**src/rtl/mc_controller_pkg.sv**
```systemverilog
// Shared encodings for the multi-cycle MIPS controller: opcodes, ALU codes,
// FSM states, datapath mux selects, decoded instruction class and control bundle.
package mc_defs;

  localparam logic [5:0] OP_RTYPE = 6'h00;
  localparam logic [5:0] OP_J     = 6'h02;
  localparam logic [5:0] OP_JAL   = 6'h03;
  localparam logic [5:0] OP_BEQ   = 6'h04;
  localparam logic [5:0] OP_ORI   = 6'h0D;
  localparam logic [5:0] OP_LUI   = 6'h0F;
  localparam logic [5:0] OP_LW    = 6'h23;
  localparam logic [5:0] OP_SW    = 6'h2B;

  localparam logic [5:0] F_JR     = 6'h08;
  localparam logic [5:0] F_MFHI   = 6'h10;
  localparam logic [5:0] F_MFLO   = 6'h12;
  localparam logic [5:0] F_MULT   = 6'h18;
  localparam logic [5:0] F_DIV    = 6'h1A;
  localparam logic [5:0] F_ADDU   = 6'h21;
  localparam logic [5:0] F_SUBU   = 6'h23;

  localparam logic [3:0] ALU_ADD = 4'd0;
  localparam logic [3:0] ALU_SUB = 4'd1;
  localparam logic [3:0] ALU_OR  = 4'd2;
  localparam logic [3:0] ALU_LUI = 4'd3;

  typedef enum logic [2:0] {
    S_FETCH  = 3'd0,
    S_DECODE = 3'd1,
    S_EXEC   = 3'd2,
    S_MEM    = 3'd3,
    S_WB     = 3'd4,
    S_MDU    = 3'd5
  } state_t;

  localparam logic [1:0] DST_RT   = 2'd0;
  localparam logic [1:0] DST_RD   = 2'd1;
  localparam logic [1:0] DST_RA   = 2'd2;

  localparam logic [1:0] SRC_RT   = 2'd0;
  localparam logic [1:0] SRC_IMM  = 2'd1;
  localparam logic [1:0] SRC_FOUR = 2'd2;

  localparam logic [1:0] M2R_ALU  = 2'd0;
  localparam logic [1:0] M2R_DM   = 2'd1;
  localparam logic [1:0] M2R_PC4  = 2'd2;
  localparam logic [1:0] M2R_HILO = 2'd3;

  // Exactly one bit set per decoded instruction; nop also covers unknown encodings.
  typedef struct packed {
    logic addu;
    logic subu;
    logic ori;
    logic lui;
    logic lw;
    logic sw;
    logic beq;
    logic j;
    logic jal;
    logic jr;
    logic mult;
    logic div;
    logic mfhi;
    logic mflo;
    logic nop;
  } cls_t;

  typedef struct packed {
    logic       pc_write;
    logic       branch;
    logic       pc_jump;
    logic       ir_write;
    logic       reg_write;
    logic [1:0] reg_dst;
    logic [1:0] alu_src;
    logic       mem_write;
    logic [1:0] mem_to_reg;
    logic [3:0] alu;
    logic       mdu_start;
    logic       busy;
  } ctrl_t;

  // Decoded instructions that write a register selected by the rd field.
  function automatic logic writes_rd(input cls_t c);
    return c.addu | c.subu | c.mfhi | c.mflo;
  endfunction

endpackage

```
**src/rtl/mc_controller_decode.sv**
```systemverilog
// Combinational op/func decode into a one-hot instruction class.
module mc_decode
  import mc_defs::*;
(
  input  logic [5:0] op,
  input  logic [5:0] func,
  output cls_t       cls
);

  always_comb begin
    cls = '0;
    unique case (op)
      OP_RTYPE: begin
        unique case (func)
          F_ADDU:  cls.addu = 1'b1;
          F_SUBU:  cls.subu = 1'b1;
          F_JR:    cls.jr   = 1'b1;
          F_MULT:  cls.mult = 1'b1;
          F_DIV:   cls.div  = 1'b1;
          F_MFHI:  cls.mfhi = 1'b1;
          F_MFLO:  cls.mflo = 1'b1;
          default: cls.nop  = 1'b1;
        endcase
      end
      OP_ORI:  cls.ori = 1'b1;
      OP_LUI:  cls.lui = 1'b1;
      OP_LW:   cls.lw  = 1'b1;
      OP_SW:   cls.sw  = 1'b1;
      OP_BEQ:  cls.beq = 1'b1;
      OP_J:    cls.j   = 1'b1;
      OP_JAL:  cls.jal = 1'b1;
      default: cls.nop = 1'b1;
    endcase
  end

endmodule

```
**src/rtl/mc_controller.sv**
```systemverilog
// Multi-cycle MIPS main controller: FETCH/DECODE/EXEC/MEM/WB sequencing with
// a shared 4-bit wait counter for mult/div latency and memory stalls.
module mc_controller
  import mc_defs::*;
#(
  parameter int ALU_W       = 4,
  parameter int MULT_CYCLES = 5,
  parameter int DIV_CYCLES  = 10,
  parameter int MEM_WAIT    = 0
) (
  input  logic             clk,
  input  logic             reset,
  input  logic [5:0]       op,
  input  logic [5:0]       func,
  input  logic             zero,
  output logic             PCWrite,
  output logic             branch,
  output logic             PCJump,
  output logic             IRWrite,
  output logic             RegWrite,
  output logic [1:0]       RegDst,
  output logic [1:0]       ALUSrc,
  output logic             MemWrite,
  output logic [1:0]       MemtoReg,
  output logic [ALU_W-1:0] ALU,
  output logic             mdu_start,
  output logic             busy,
  output logic [2:0]       state
);

  localparam logic [3:0] MULT_LD = 4'(MULT_CYCLES - 1);
  localparam logic [3:0] DIV_LD  = 4'(DIV_CYCLES - 1);
  localparam logic [3:0] MEM_LD  = 4'(MEM_WAIT);

  state_t     state_q;
  logic [3:0] cnt_q;
  cls_t       cls;
  ctrl_t      c;

  // The branch decision itself is taken in the datapath (branch & zero).
  logic unused_zero;
  assign unused_zero = zero;

  mc_decode u_decode (
    .op   (op),
    .func (func),
    .cls  (cls)
  );

  always_ff @(posedge clk) begin
    if (!reset) begin
      state_q <= S_FETCH;
      cnt_q   <= '0;
    end else begin
      unique case (state_q)
        S_FETCH:  state_q <= S_DECODE;
        S_DECODE: state_q <= (cls.j | cls.jal | cls.nop) ? S_FETCH : S_EXEC;
        S_EXEC: begin
          if (cls.lw | cls.sw) begin
            state_q <= S_MEM;
            cnt_q   <= MEM_LD;
          end else if (cls.mult) begin
            state_q <= S_MDU;
            cnt_q   <= MULT_LD;
          end else if (cls.div) begin
            state_q <= S_MDU;
            cnt_q   <= DIV_LD;
          end else if (cls.beq | cls.jr) begin
            state_q <= S_FETCH;
          end else begin
            state_q <= S_WB;
          end
        end
        S_MEM: begin
          if (cnt_q != '0) cnt_q   <= cnt_q - 4'd1;
          else             state_q <= cls.lw ? S_WB : S_FETCH;
        end
        S_MDU: begin
          if (cnt_q != '0) cnt_q   <= cnt_q - 4'd1;
          else             state_q <= S_FETCH;
        end
        S_WB:     state_q <= S_FETCH;
        default:  state_q <= S_FETCH;
      endcase
    end
  end

  // Outputs depend only on registered state, counter and the stable IR fields.
  always_comb begin
    c = '0;
    unique case (state_q)
      S_FETCH: begin
        c.ir_write = 1'b1;
        c.pc_write = 1'b1;
        c.alu_src  = SRC_FOUR;
        c.alu      = ALU_ADD;
      end
      S_DECODE: begin
        if (cls.j | cls.jal) begin
          c.pc_write = 1'b1;
          c.pc_jump  = 1'b1;
        end
        if (cls.jal) begin
          c.reg_write  = 1'b1;
          c.reg_dst    = DST_RA;
          c.mem_to_reg = M2R_PC4;
        end
      end
      S_EXEC: begin
        if (cls.subu) c.alu = ALU_SUB;
        if (cls.ori) begin
          c.alu     = ALU_OR;
          c.alu_src = SRC_IMM;
        end
        if (cls.lui) begin
          c.alu     = ALU_LUI;
          c.alu_src = SRC_IMM;
        end
        if (cls.lw | cls.sw) begin
          c.alu     = ALU_ADD;
          c.alu_src = SRC_IMM;
        end
        if (cls.beq) begin
          c.alu    = ALU_SUB;
          c.branch = 1'b1;
        end
        if (cls.jr) begin
          c.pc_write = 1'b1;
          c.pc_jump  = 1'b1;
        end
        if (cls.mult | cls.div) c.mdu_start = 1'b1;
      end
      S_MEM: begin
        c.busy      = (cnt_q != '0);
        c.mem_write = cls.sw & (cnt_q == '0);
      end
      S_MDU: c.busy = 1'b1;
      S_WB: begin
        c.reg_write  = 1'b1;
        c.reg_dst    = writes_rd(cls) ? DST_RD : DST_RT;
        c.mem_to_reg = cls.lw ? M2R_DM : ((cls.mfhi | cls.mflo) ? M2R_HILO : M2R_ALU);
      end
      default: c = '0;
    endcase
    if (!reset) c = '0;
  end

  assign PCWrite   = c.pc_write;
  assign branch    = c.branch;
  assign PCJump    = c.pc_jump;
  assign IRWrite   = c.ir_write;
  assign RegWrite  = c.reg_write;
  assign RegDst    = c.reg_dst;
  assign ALUSrc    = c.alu_src;
  assign MemWrite  = c.mem_write;
  assign MemtoReg  = c.mem_to_reg;
  assign ALU       = ALU_W'(c.alu);
  assign mdu_start = c.mdu_start;
  assign busy      = c.busy;
  assign state     = state_q;

endmodule

```
**config.mk**
```make
export PLATFORM = sky130hd
export DESIGN_NAME = mc_controller
export DESIGN_NICKNAME = d
export VERILOG_FILES = /design/src/rtl/mc_controller_pkg.sv /design/src/rtl/mc_controller_decode.sv /design/src/rtl/mc_controller.sv
export SDC_FILE = /design/constraint.sdc
export NUM_CORES = 1
export LEC_CHECK = 0
export CORE_MARGIN = 2
export CORE_UTILIZATION = 40
export DETAILED_ROUTE_END_ITERATION = 16
export PLACE_DENSITY = 0.88
export SLEW_MARGIN = 10
export SYNTH_ARGS = -nofsm -noshare
export SYNTH_HDL_FRONTEND = slang
export SYNTH_HIERARCHICAL = 1
export SYNTH_SLANG_ARGS = --single-unit
```
**constraint.sdc**
```tcl
create_clock -name clk -period 2.46 [get_ports clk]
set_input_delay 0.492 -clock clk [delete_from_list [all_inputs] [get_ports clk]]
set_output_delay 0.492 -clock clk [all_outputs]
set_load 0.03 [all_outputs]
```
==> summary.md, run 1 <==
| Metric | Value |
|---|---|
| Status | finished with violations |
| Violated checks | negative setup slack |
| Unique masters post-synth | 44 |
| Ys async rst share | 0% |
| Post-Syn Instances | 141 |
| Post-route ant nets | 0 |
| Clock Power Share | 29.1% |
| Sw Ratio | 32.74% |
| CTS tree | done |
| Cells on worst reg2reg path | 6 |
| Final worst path period need | 2.710 ns |
| Drt via density | roughly 5.7 |
| HP Class | flop to flop |
| Logic pwr share | 37.0% |
| GR peak layer | met2 |
| Data arrival, critical path | ~2.2 ns |
| Dominant synthesized flop cell | dfxtp_1 |
| P_int | 0.2387 mW |
| Chip width | between 50 and 60 um |
| GR Util met3 | under 10% |
| Multi-input logic area | 817.0 um2 |
| Placer Congestion | roughly 0.93 |
| Worst Setup Slack, final | -0.2496 ns |
| CTS Buf Count | 3 |
| P_leak | 0.6630 nW |
| RSZ-0062 raised after global routing | true |
| Sequential Power Share | 34.0% |
| Register area share after synthesis | 14.72% |
| Die Height | between 50 and 60 um |
| Sw Pwr | between 0.1 and 0.15 mW |
| M1 GR Usage | 29.04% |
| Post-layout util | 70.59% |
| Clock Path Buffers | 2 |
| DP HPWL | 2312 um |
| Overall routing resource usage | 23.58% |
| Worst hold stages | 2 |
| Crit path kind | input pin to primary output |
| # H-tree levels | 1 |
| Post-synth EDFFs | 0 |
| Final setup viols | 7 |
| Final nets | 217 |
| FMAX | 0.3691 GHz |
| Compound-cell area share of the yosys netlist | slightly below 20% |
| Port buffer count | 32 |
| PwrDens | approximately 230 mW/mm2 |
| Initial Util | 42.63% |
| Total wire length | around 3100 um |
| R2R Setup Slk | 0.67 ns |
| Maxcap violations | 0 |
| Clock transition at path regs | 0.04 ns |
| Worst hold path startpoint | cnt_q[1] |
| Worst endpoint required time | 1.97 ns |
| Post-route cell area | 0.001577 mm2 |
| Initial antenna violation count | 0 |
| DP Cell Count | 222 |
| XOR/XNOR Fraction of Synth Area | 0.9198% |
| Filler cells | 157 |
| Post-Synth Adder-Cell Area | 1.314% |
| Total Power | roughly 0.35 mW |
| R2R Path Start | cnt_q[0] |
| Core area | 0.002233 mm2 |
| FF-to-FF End | cnt_q[3] |
| Clock Latency Late Sink | 0.25 ns |
| Reg area | 140.1 um2 |
| Critical Path Source | op[4] |
| Mux cell area share after synthesis | around 3.3% |
| Worst setup EP type | primary output |
| CTS root buf | clkbuf_4 |
| Fin cells | approximately 230 |
| CP Max Fanout | 4 |
| Final hold violations | 0 |
| Vias in the first global route | 1208 |
| Startpoint types | input pin |
| Synth Area in Simple Gates | 50.46% |
| Synth Register Bits | 7 |
| DRC | 0 |
| Placed Instance Area | 0.001460 mm2 |
| Drt pass-1 iters | 4 |
| Routed WL per cell | approximately 13 um |
| Max IR drop VDD | 389.7 uV |
| Layout cells sized above 1 | 41.00% |
| Synthesized area | 952.2 um2 |
| Largest net degree at the start of global routing | 13 |
| Ant. Diodes | 0 |
| GRT overflow | 0 |
| Initial DRC Count | 42 |
| Area delta synth->final | 65.57% |
| # clock sinks | 7 |
| Layout Skew | between 0.01 and 0.015 ns |
| First-pass GRT wire length | 5057 um |
| Synth warnings | 6 |
| WHS Endpoint | cnt_q[1] |
| Largest family of logic cells by synthesized area | simple AND/OR/NAND/NOR gates |
| Die area | 0.002787 mm2 |
| GR met2 Demand/Resource | 43.54% |
| Syn avg cell area | 6.753 um2 |
| Max Slew Vio Count | 0 |
| Std cell rows | 17 |
| Vias | 1309 |
| Period Utilization, post-route | 110.1% |
| Ports | 36 |
through the flow:
stage	hold slack (ns)	worst slack, ns	setup TNS, ns
detailed placement	0.5103	-0.6443	-7.755
CTS	0.5167	-0.3158	-1.873
floorplan	0.4694	-0.1853	-1.039
finish	0.5124	-0.2496	-1.340
global placement	0.4856	-0.5351	-6.477
global route	0.5342	-0.3506	-2.126
sequential cells by signal (all words and copies together) (netlist names):
signal,cells
state,3
cnt_q,4
power by group through the flow:
stage                     Clock [mW]  Combinational [mW]  Sequential [mW]
after global placement             0               0.121            0.122
final                          0.103               0.131            0.121
after floorplan                    0              0.0623            0.122
after CTS                      0.106               0.127            0.120
after detailed placement           0               0.125            0.122
after global routing           0.116               0.140            0.121
worst max-delay path, stage by stage:
cell     delay [ns]
buf_6          0.09
or4_4          0.55
nor3_4         0.24
buf_4          0.17
and3_4         0.18
buf_6          0.09
nor2_2         0.03
a21oi_1        0.18
buf_4          0.19
cell type report:
class | count | share of cell area [%]
Clock buffer | 4 | 1.667
Tap cell | 28 | 2.222
Inverter | 8 | 1.905
Timing Repair Buffer | 62 | 33.49
Multi-Input combinational cell | 119 | 51.83
Sequential cell | 7 | 8.889
cell usage in the layout (no fill, tap or decap), drive strengths merged, types with 3 or more instances in the layout:
master and instances:
nand3b 3, dfxtp 7, or3 3, clkdlybuf4s50 10
nand3 7, clkbuf 5, nand2 11, and3 4
buf 49, nor3 16, nor2 21, nand2b 6
a31oi 3, a21oi 9, inv 8, nor4 3
a211o 4
cells in the mapped netlist (5+ instances only):
cell      count  area [um2]
nand2_1      11       41.29
nor2_1       21       78.83
nand2b_1      5       31.28
dfxtp_1       7       140.1
nor3_1       15       75.07
a21oi_1       9       45.04
inv_1         8       30.03
nand3_1       6       30.03
logic make-up (layout without fill, tap and decap cells):
logic type      after synthesis  count (layout)
buf+inv                      16              74
mux                           3               3
fa+ha+maj                     1               1
compound gates               27              27
simple gates                 85              85
flops                         7               7
xor+xnor                      1               1
other cells                   1               2
metal layers:
layer  wire length [um]  up-vias
met5                  0        -
met4                 38        0
met3                187       11
met2               1531       63
met1               1297      601
li1                   -      634
worst max-delay path by stage:
| stage | cells after the start | endpoint | slack (ns) |
|---|---|---|---|
| finish | 9 | RegDst[0] | -0.25 |
| floorplan | 6 | MemtoReg[1] | -0.19 |
| CTS | 9 | ALU[0] | -0.32 |
| global placement | 8 | MemtoReg[1] | -0.54 |
| global route | 8 | MemtoReg[1] | -0.35 |
| detailed placement | 10 | PCWrite | -0.64 |
what timing repair did:
action,in CTS,in global routing
resized for setup,33,12
endpoints found under the setup margin,18,16
hold buffers,0,0
endpoints found under the hold margin,0,0
setup buffers,2,0
pin swaps,13,9
No activity file was read; power rests on OpenSTA's default activity.
==> inputs of run 2 (changes only) <==
- CORE_UTILIZATION: 40 -> 44
- PLACE_DENSITY: 0.88 -> 0.91
- clock period: 2.46 -> 2.7 ns (I/O delays scaled with it)
==> summary.md, run 2 (synthesis gave the netlist of run 1 again) <==
| Metric | Value |
|---|---|
| Status | finished with violations |
| Violated checks | negative setup slack |
| Final hold violations | 0 (unchanged) |
| Max IR drop VDD | 366.8 uV (-5.9%) |
| Layout Skew | 0.01372 ns (+0.003207 ns) |
| Largest net degree at the start of global routing | 19 (+6) |
| Drt pass-1 iters | 5 (+1) |
| Vias | 1384 (+5.7%) |
| Area delta synth->final | 71.09% |
| Chip width | 50.52 um (-4.3%) |
| Total wire length | 3773 um (+24%) |
| CTS tree | done |
| Overall routing resource usage | 29.13% (+5.5 points) |
| Worst setup EP type | primary output |
| Final nets | 221 (+1.8%) |
| Final worst path period need | between 2 and 3 ns |
| Die area | 0.002552 mm2 (-8.4%) |
| Critical Path Source | op[3] |
| Final setup viols | 7 (unchanged) |
| DRC | 0 (unchanged) |
| Drt via density | 5.991 (+4.4%) |
| Period Utilization, post-route | 105.0% |
| Worst slew margin | 62.61% |
| FF-to-FF End | cnt_q[3] |
| Max Slew Vio Count | 0 (unchanged) |
| Post-layout util | 81.38% (+11 points) |
| Initial DRC Count | 58 (+38%) |
| Die Height | 50.52 um (-4.3%) |
| Ant. Diodes | 0 (unchanged) |
| Crit path kind | input pin to primary output |
| Most frequent cells in the layout | buf_4, nor2_1, nand2_1 |
| RSZ-0062 raised after global routing | true |
| Largest register by flop count | cnt_q |
| CTS Buf Count | 3 (unchanged) |
| Worst Setup Slack, final | -0.1363 ns (+0.1133 ns) |
| CP Max Fanout | 3 (-1) |
| Data arrival, critical path | 2.30 ns (+0.08 ns) |
| Total Power | 0.3334 mW (-6.1%) |
| Initial antenna violation count | 0 (unchanged) |
| # clock sinks | 7 (unchanged) |
| Std cell rows | 16 (-1) |
| Core area | 0.002002 mm2 (-10%) |
| Max reg flops | 4 (unchanged) |
| P_leak | 0.7015 nW (+5.8%) |
| Worst Tran Pin Value | 0.5601 ns |
| Clock transition at path regs | 0.05 ns (about the same) |
| Post-route ant nets | 0 (unchanged) |
| Most common cell after layout, fill and taps aside | buf_4 |
| HP Class | flop to flop |
| Worst hold path startpoint | cnt_q[1] |
| DP HPWL | 2565 um (+11%) |
| Clock Path Buffers | 2 (unchanged) |
| Port buffer count | 32 (unchanged) |
| First-pass GRT wire length | 5706 um (+13%) |
| Startpoint types | input pin |
| Placer Congestion | 0.8181 (-12%) |
| Worst Setup EP | ALU[0] |
| Layout cells sized above 1 | 41.67% (+0.67 points) |
| # H-tree levels | 1 (unchanged) |
| Ports | 36 (unchanged) |
| R2R Path Start | cnt_q[0] |
| Maxcap violations | 0 (unchanged) |
| Initial Util | 47.56% (+4.9 points) |
| GRT overflow | 0 (unchanged) |
| Routed WL per cell | 16.33 um (+22%) |
| FMAX | 0.3526 GHz |
| Worst endpoint required time | 2.16 ns (+0.19 ns) |
| Cells on worst reg2reg path | 6 (unchanged) |
| R2R Setup Slk | 0.83 ns (+0.16 ns) |
| CTS root buf | clkbuf_4 |
| Vias in the first global route | 1276 (+5.6%) |
| Clock Latency Late Sink | 0.26 ns (about the same) |
| PwrDens | 204.7 mW/mm2 (-9.1%) |
-- run 2: worst min-delay path by stage --
stage | slack, ns | cells past startpoint | endpoint
finish | 0.53 | 2 | cnt_q[1]
global route | 0.56 | 2 | cnt_q[1]
CTS | 0.53 | 2 | cnt_q[1]
detailed placement | 0.53 | 2 | cnt_q[1]
global placement | 0.49 | 2 | cnt_q[1]
floorplan | 0.47 | 2 | cnt_q[1]
-- run 2: where the power goes --
group	total (mW)	switching (mW)	internal, mW
Sequential	0.112	0.00721	0.105
Combinational	0.119	0.0635	0.0550
Clock	0.103	0.0459	0.0568
-- run 2: critical path: stages --
cell and delay, ns:
clkdlybuf4s15_2 0.21, or4_4 0.44, nor3_4 0.18, buf_6 0.14, buf_6 0.09, and3_4 0.19, nor2b_4 0.15, o21ai_2 0.07
a21oi_2 0.15, buf_6 0.14
-- run 2: area by class of cell --
class,count,area (um2)
Multi-Input combinational cell,119,832.0
Timing Repair Buffer,66,566.8
Fill cell,120,372.9
Sequential cell,7,140.1
Tap cell,27,33.78
Inverter,8,30.03
Clock buffer,4,26.28
-- run 2: timing repair --
action	in CTS	in global routing
buffers inserted	3	1
pin swaps	9	11
hold buffers	0	0
endpoints found under the setup margin	16	12
gates cloned	0	0
resized for setup	27	21
-- run 2: per-stage QoR --
step / cells / TNS (ns) / hold slack, ns / setup WS (ns) / instance area [um2]
3_3_place_gp: 223 / -4.288 / 0.4884 / -0.4162 / 1461
4_1_cts: 230 / -1.027 / 0.5321 / -0.2218 / 1533
3_5_place_dp: 223 / -5.875 / 0.5255 / -0.5131 / 1461
5_1_grt: 231 / -1.311 / 0.5560 / -0.2148 / 1629
6_report: 231 / -0.6411 / 0.5349 / -0.1363 / 1629
2_1_floorplan: 142 / -0.07500 / 0.4694 / -0.04132 / 977.2
-- run 2: metal layers --
metal | up-vias | global-route usage [%] | routed length, um
li1 | 638 | - | -
met1 | 652 | 33.82 | 1396
met2 | 74 | 53.51 | 1995
met3 | 20 | 5.357 | 266
met4 | 0 | 9.009 | 114
met5 | - | 0 | 0
==> inputs of run 3 (changes only) <==
- GPL_TIMING_DRIVEN: not set -> 1
==> results of run 3 <==
Same layout as run 2: the final DEF is identical, and so are final timing and power.
